[src/rtl/parking_lane_ctrl.sv]
// Multi-lane parking occupancy controller: university and other pools with hour-driven capacity shift.
// Optional feature macro: PARKING_OVERFLOW_EN (university overflow into the other pool).
module parking_lane_ctrl #(
  parameter int unsigned UNI_CAP_MAX   = 500,
  parameter int unsigned OTHER_CAP_MAX = 200,
  parameter int unsigned RATE          = 50,
  parameter int unsigned CNT_W         = 10,
  parameter int unsigned NUM_LANES     = 2
) (
  input  logic                 clk,
  input  logic                 reset,
  input  logic                 enable,
  input  logic [4:0]           hour,
  input  logic                 err_clr,
  input  logic [NUM_LANES-1:0] ent_req,
  input  logic [NUM_LANES-1:0] ent_is_uni,
  output logic [NUM_LANES-1:0] ent_grant,
  output logic [NUM_LANES-1:0] ent_deny,
  input  logic [NUM_LANES-1:0] ext_req,
  input  logic [NUM_LANES-1:0] ext_is_uni,
  output logic [NUM_LANES-1:0] ext_ack,
  output logic [NUM_LANES-1:0] ext_nak,
  output logic [CNT_W-1:0]     uni_parked_cars,
  output logic [CNT_W-1:0]     parked_cars,
  output logic [CNT_W-1:0]     uni_vacated_space,
  output logic [CNT_W-1:0]     vacated_space,
  output logic                 uni_is_vacated_space,
  output logic                 is_vacated_space,
  output logic                 uni_capacity_error,
  output logic                 capacity_error,
  output logic                 no_car_error
);

  localparam int unsigned AW = CNT_W + 6;
  localparam logic [CNT_W-1:0] ONE = CNT_W'(1);

  typedef enum logic [1:0] {PRE, DAY, SHIFT, EVE} phase_t;
  typedef enum logic {NORM, OVER} pool_st_t;

  phase_t               phase_q, phase_d;
  logic [1:0]           step_q, step_d;
  pool_st_t             uni_st_q, uni_st_d, oth_st_q, oth_st_d;
  logic [CNT_W-1:0]     uni_cnt_q, uni_cnt_d, oth_cnt_q, oth_cnt_d;
  logic [CNT_W-1:0]     uni_vac_q, uni_vac_d, oth_vac_q, oth_vac_d;
  logic [NUM_LANES-1:0] ent_grant_q, ent_grant_d, ent_deny_q, ent_deny_d;
  logic [NUM_LANES-1:0] ext_ack_q, ext_ack_d, ext_nak_q, ext_nak_d;
  logic                 no_car_q, no_car_d;

  logic [CNT_W-1:0]     uni_cap, oth_cap;
  logic [AW-1:0]        shift_amt;
  logic [CNT_W-1:0]     uni_run, oth_run;
  logic                 any_nak;

  // Phase and SHIFT step are registered from hour; capacities follow from them.
  always_comb begin
    phase_d = EVE;
    step_d  = '0;
    if (hour < 5'd8) begin
      phase_d = PRE;
    end else if (hour < 5'd13) begin
      phase_d = DAY;
    end else if (hour < 5'd16) begin
      phase_d = SHIFT;
      step_d  = 2'(hour - 5'd12);
    end
  end

  always_comb begin
    shift_amt = AW'(step_q) * AW'(RATE);
    uni_cap   = CNT_W'(UNI_CAP_MAX);
    oth_cap   = CNT_W'(OTHER_CAP_MAX);
    unique case (phase_q)
      SHIFT: begin
        uni_cap = CNT_W'(AW'(UNI_CAP_MAX) - shift_amt);
        oth_cap = CNT_W'(AW'(OTHER_CAP_MAX) + shift_amt);
      end
      EVE: begin
        uni_cap = CNT_W'(OTHER_CAP_MAX);
        oth_cap = CNT_W'(UNI_CAP_MAX);
      end
      default: ;
    endcase
  end

  // Lanes are resolved in order against running counts: all exits first, then all entries.
  always_comb begin
    uni_run     = uni_cnt_q;
    oth_run     = oth_cnt_q;
    ent_grant_d = '0;
    ent_deny_d  = '0;
    ext_ack_d   = '0;
    ext_nak_d   = '0;
    any_nak     = 1'b0;
    for (int unsigned i = 0; i < NUM_LANES; i++) begin
      if (ext_req[i]) begin
        if (ext_is_uni[i] && uni_run != '0) begin
          uni_run      = uni_run - ONE;
          ext_ack_d[i] = 1'b1;
`ifdef PARKING_OVERFLOW_EN
        end else if (ext_is_uni[i] && oth_run != '0) begin
          oth_run      = oth_run - ONE;
          ext_ack_d[i] = 1'b1;
`endif
        end else if (!ext_is_uni[i] && oth_run != '0) begin
          oth_run      = oth_run - ONE;
          ext_ack_d[i] = 1'b1;
        end else begin
          ext_nak_d[i] = 1'b1;
          any_nak      = 1'b1;
        end
      end
    end
    for (int unsigned i = 0; i < NUM_LANES; i++) begin
      if (ent_req[i]) begin
        if (ent_is_uni[i] && uni_st_q == NORM && uni_run < uni_cap) begin
          uni_run        = uni_run + ONE;
          ent_grant_d[i] = 1'b1;
`ifdef PARKING_OVERFLOW_EN
        end else if (ent_is_uni[i] && oth_st_q == NORM && oth_run < oth_cap) begin
          oth_run        = oth_run + ONE;
          ent_grant_d[i] = 1'b1;
`endif
        end else if (!ent_is_uni[i] && oth_st_q == NORM && oth_run < oth_cap) begin
          oth_run        = oth_run + ONE;
          ent_grant_d[i] = 1'b1;
        end else begin
          ent_deny_d[i] = 1'b1;
        end
      end
    end

    uni_cnt_d = uni_run;
    oth_cnt_d = oth_run;
    no_car_d  = (no_car_q & ~err_clr) | any_nak;
    if (!enable) begin
      uni_cnt_d   = '0;
      oth_cnt_d   = '0;
      no_car_d    = 1'b0;
      ent_grant_d = '0;
      ent_deny_d  = '0;
      ext_ack_d   = '0;
      ext_nak_d   = '0;
    end
    uni_st_d  = (uni_cnt_d > uni_cap) ? OVER : NORM;
    oth_st_d  = (oth_cnt_d > oth_cap) ? OVER : NORM;
    uni_vac_d = (uni_cap > uni_cnt_d) ? (uni_cap - uni_cnt_d) : '0;
    oth_vac_d = (oth_cap > oth_cnt_d) ? (oth_cap - oth_cnt_d) : '0;
  end

  always_ff @(posedge clk) begin
    if (reset) begin
      phase_q     <= PRE;
      step_q      <= '0;
      uni_st_q    <= NORM;
      oth_st_q    <= NORM;
      uni_cnt_q   <= '0;
      oth_cnt_q   <= '0;
      uni_vac_q   <= CNT_W'(UNI_CAP_MAX);
      oth_vac_q   <= CNT_W'(OTHER_CAP_MAX);
      ent_grant_q <= '0;
      ent_deny_q  <= '0;
      ext_ack_q   <= '0;
      ext_nak_q   <= '0;
      no_car_q    <= 1'b0;
    end else begin
      phase_q     <= phase_d;
      step_q      <= step_d;
      uni_st_q    <= uni_st_d;
      oth_st_q    <= oth_st_d;
      uni_cnt_q   <= uni_cnt_d;
      oth_cnt_q   <= oth_cnt_d;
      uni_vac_q   <= uni_vac_d;
      oth_vac_q   <= oth_vac_d;
      ent_grant_q <= ent_grant_d;
      ent_deny_q  <= ent_deny_d;
      ext_ack_q   <= ext_ack_d;
      ext_nak_q   <= ext_nak_d;
      no_car_q    <= no_car_d;
    end
  end

  assign ent_grant            = ent_grant_q;
  assign ent_deny             = ent_deny_q;
  assign ext_ack              = ext_ack_q;
  assign ext_nak              = ext_nak_q;
  assign uni_parked_cars      = uni_cnt_q;
  assign parked_cars          = oth_cnt_q;
  assign uni_vacated_space    = uni_vac_q;
  assign vacated_space        = oth_vac_q;
  assign uni_is_vacated_space = (uni_vac_q != '0);
  assign is_vacated_space     = (oth_vac_q != '0);
  assign uni_capacity_error   = (uni_st_q == OVER);
  assign capacity_error       = (oth_st_q == OVER);
  assign no_car_error         = no_car_q;

endmodule

[config.mk]
export PLATFORM = sky130hd
export DESIGN_NAME = parking_lane_ctrl
export DESIGN_NICKNAME = d
export VERILOG_FILES = /design/src/rtl/parking_lane_ctrl.sv
export SDC_FILE = /design/constraint.sdc
export NUM_CORES = 1
export LEC_CHECK = 0
export CORE_UTILIZATION = 45
export CTS_BUF_LIST = sky130_fd_sc_hd__clkbuf_4 sky130_fd_sc_hd__clkbuf_8 sky130_fd_sc_hd__clkbuf_16
export DETAILED_ROUTE_END_ITERATION = 16
export PLACE_DENSITY = 0.75
export SLEW_MARGIN = 20
export SYNTH_ARGS = -nofsm -noshare
export SYNTH_HDL_FRONTEND = slang
export SYNTH_SLANG_ARGS = --single-unit
[constraint.sdc]
create_clock -name clk -period 14 [get_ports clk]
set_input_delay 2.1 -clock clk [delete_from_list [all_inputs] [get_ports clk]]
set_output_delay 2.1 -clock clk [all_outputs]
set_load 0.005 [all_outputs]
==> results.md <==
* Worst rel slew slack at about half
* Slowest CP cell: clkdlybuf4s50_1
* CTS tree: done
* Vias in the first global route at roughly 5600
* Largest net degree at the start of global routing at 31
* Top_reg_cell synth: dfxtp_1
* WL final at 17000 µm
* Worst skew pair latency at 0.30 ns
* Leakage power total at around 3.1 nW
* Post-route setup TNS at 0 ns
* Sw Share at between 50% and 60%
* Port Buf Inserts at slightly below 70
* Worst r2r path cells at just under 50
* CP max FO at 11
* Number of synthesis warnings at 0
* CP most frequent cell: a21oi_1
* CTS Buffer Depth at 2
* Critical Path AT at 13.16 ns
* # diodes at 0
* Post-synth EDFFs at 0
* Asr flop ratio synth at 0%
* Total CTS buffers at 5
* Worst hold margin at ~0.52 ns
* Combinational power share at between 70% and 80%
* Pwr Density at 283 mW/mm²
* Layout Cells excl Fill at slightly above 1000
* Register share of total power at 12.6%
* # clock sinks at 55
* DP Area at 0.00686 mm²
* Worst setup EP type: register
* Most frequent cells in the layout: 73 x nand2_1, 69 x clkdlybuf4s50_1, 65 x nor2_1, 62 x inv_1, 61 x ha_1
* CP startpoint kind: primary input
* Max Freq at 0.0773 GHz
* Internal at slightly below 0.001 W
* Post-route ant nets at 0
* Cell count after placement at a little over 1000
* Root buffer cell: clkbuf_16
* Fill cells at 1249
* Iter 0 DRT Violations at 547
* Routability cong. at between 0.9 and 1
* Worst path required time at 14.23 ns
* Switching Power at between 0.001 and 0.0015 W
* Commonest non-fill, non-tap cell in the layout: nand2_1
* DRC errors left at 0
* Final Slew Violations at 0
* Status: finished clean
* Crit path largest cell delay at between 0.5 and 0.6 ns
* Final nets at a little over 900
* Total GRT Usage at approximately 24%
* Drt wl/cell at between 15 and 20 µm
* MaxCap Viol Count at 0
* Placement Rows at just over 40
* Pre-CTS setup slack at between 0.6 and 0.7 ns
* Antenna violations before repair at 0
* Final hold violation count at 0
* Layout area overhead at 17.0%
* Die H at around 120 µm
* Dpl hpwl at about 13000 µm
* Initial Util at between 40 and 50%
* Hold Path Depth at 2
* Pre-antenna DRT Iters at 5
* Fin crit period at between 10 and 15 ns
* Cells after Synth at 800
* Syn_nets at about 900
* DR vias/cell at roughly 6.0
* DIE AREA at roughly 0.014 mm²
* Final worst-path setup slack at ~1.1 ns
* Core region area at ~0.013 mm²
* Reg clk slew, reported paths at approximately 0.070 ns
* # setup viols final at 0
* Worst Hold Class: reg2reg
* Avg Synthesized Cell Area at approximately 7.6 µm²
* Post-Syn Area at approximately 0.0060 mm²
* # IOs at 70
* Fin crit share at 92.4%
* Critical path class: in2reg
* Library cells used by synthesis at 90
* Sequential area share after synthesis at 18.2%
* Clock power share at 8.2%
* Slew @ Worst Pin at between 0.7 and 0.8 ns
* Via count at approximately 6200
* Layout cells sized above 1 at between 5 and 6%
* First-pass GRT wire length at roughly 28000 µm
* Finished Cell Area at about 0.007 mm²
* Clock skew at 0.00430 ns
* Peak VDD IR at between 0.1 and 0.15 mV
* Synth Register Bits at between 50 and 60
* Chip width at 118 µm
* GR Overflow Total at 0
* H-tree levels at 2
[power groups by stage]
| stage | Combinational (W) | Sequential (W) | Clock (W) |
|---|---|---|---|
| after floorplan | 0.00119 | 0.000241 | 0 |
| after global placement | 0.00152 | 0.000255 | 0 |
| after detailed placement | 0.00154 | 0.000255 | 0 |
| after CTS | 0.00155 | 0.000252 | 0.000166 |
| after global routing | 0.00176 | 0.000260 | 0.000172 |
| final | 0.00159 | 0.000253 | 0.000165 |
[area by class of cell]
class | instances | area [µm²] | area share (%)
clock inverter | 2 | 60.1 | 0.848
tap | 172 | 215 | 3.04
sequential | 55 | 1100 | 15.6
inverter | 62 | 233 | 3.29
timing repair buffer | 71 | 706 | 9.97
multi-input combinational | 659 | 4630 | 65.4
clock buffer | 6 | 133 | 1.87
[repair_timing]
| item | in CTS | in global routing |
|---|---|---|
| gates resized for setup | 0 | 5 |
| endpoints found under the hold margin | 0 | 0 |
| hold buffers | 0 | 0 |
| setup endpoints to repair | 0 | 10 |
| setup buffers | 0 | 0 |
[cell families after synthesis]
| group | after synthesis | share of synthesized area (%) |
|---|---|---|
| mux | 15 | 2.83 |
| flops | 55 | 18.2 |
| xor+xnor | 47 | 6.93 |
| buf+inv | 86 | 5.65 |
| compound gates | 176 | 20.8 |
| simple gates | 358 | 32.3 |
| fa+ha+maj | 63 | 13.3 |
[layer usage]
metal / track usage, % / wire, µm / up-vias
met5: 0 / 0 / -
met4: 7.45 / 335 / 0
met3: 2.81 / 909 / 24
met2: 37.6 / 7420 / 220
met1: 34.9 / 8340 / 2900
li1: - / - / 3037
[final timing paths]
kind / endpoint / slack [ns] / startpoint
setup / recovery: vacated_space[7] / 1.06 / ext_is_uni[0]
hold / removal: no_car_error / 0.52 / no_car_error
setup reg to reg: vacated_space[7] / 2.55 / parked_cars[0]
hold reg to reg: no_car_error / 0.52 / no_car_error
[synth_stat cells (8+ instances only)]
library cell | instances | area, µm²
nand3_1 | 24 | 120
or2_2 | 10 | 62.6
and3_1 | 17 | 106
xor2_1 | 13 | 114
a21o_1 | 20 | 150
nand2b_1 | 13 | 81.3
nor2_1 | 65 | 244
or3_1 | 12 | 75.1
a21oi_1 | 30 | 150
ha_1 | 61 | 763
nor3b_1 | 9 | 67.6
dfxtp_1 | 55 | 1100
inv_1 | 62 | 233
and2_1 | 11 | 68.8
nor2b_1 | 13 | 81.3
nor3_1 | 41 | 205
o21ai_0 | 28 | 140
clkbuf_1 | 14 | 52.6
nand4_1 | 17 | 106
a31oi_1 | 13 | 81.3
a211oi_1 | 8 | 60.1
nand2_1 | 73 | 274
nor4_1 | 11 | 68.8
mux2i_1 | 9 | 90.1
o21a_1 | 10 | 75.1
xnor2_1 | 33 | 289
[critical path, delay by kind of cell]
family | cells | cell delay [ns]
XOR/XNOR | 2 | 0.51
multiplexers | 1 | 0.37
AO/OA/AOI/OAI | 20 | 4.53
buffers and inverters | 3 | 0.70
adder cells (fa/ha/maj) | 4 | 1.33
AND/OR/NAND/NOR | 17 | 3.61
[state kept, by name (all words and copies together), names as in the netlist, 2 cells and up]
name               count
vacated_space         10
ent_deny               2
ent_grant              2
parked_cars           10
phase_q                2
uni_vacated_space     10
ext_ack                2
step_q                 2
ext_nak                2
uni_parked_cars       10
[metrics by stage]
step           power (W)  util, %
5_1_grt          0.00220     55.0
6_report         0.00201     55.0
3_5_place_dp     0.00179     53.3
2_1_floorplan    0.00143        -
4_1_cts          0.00197     54.8
3_3_place_gp     0.00177     53.3
No activity file was read; power rests on OpenSTA's default activity.
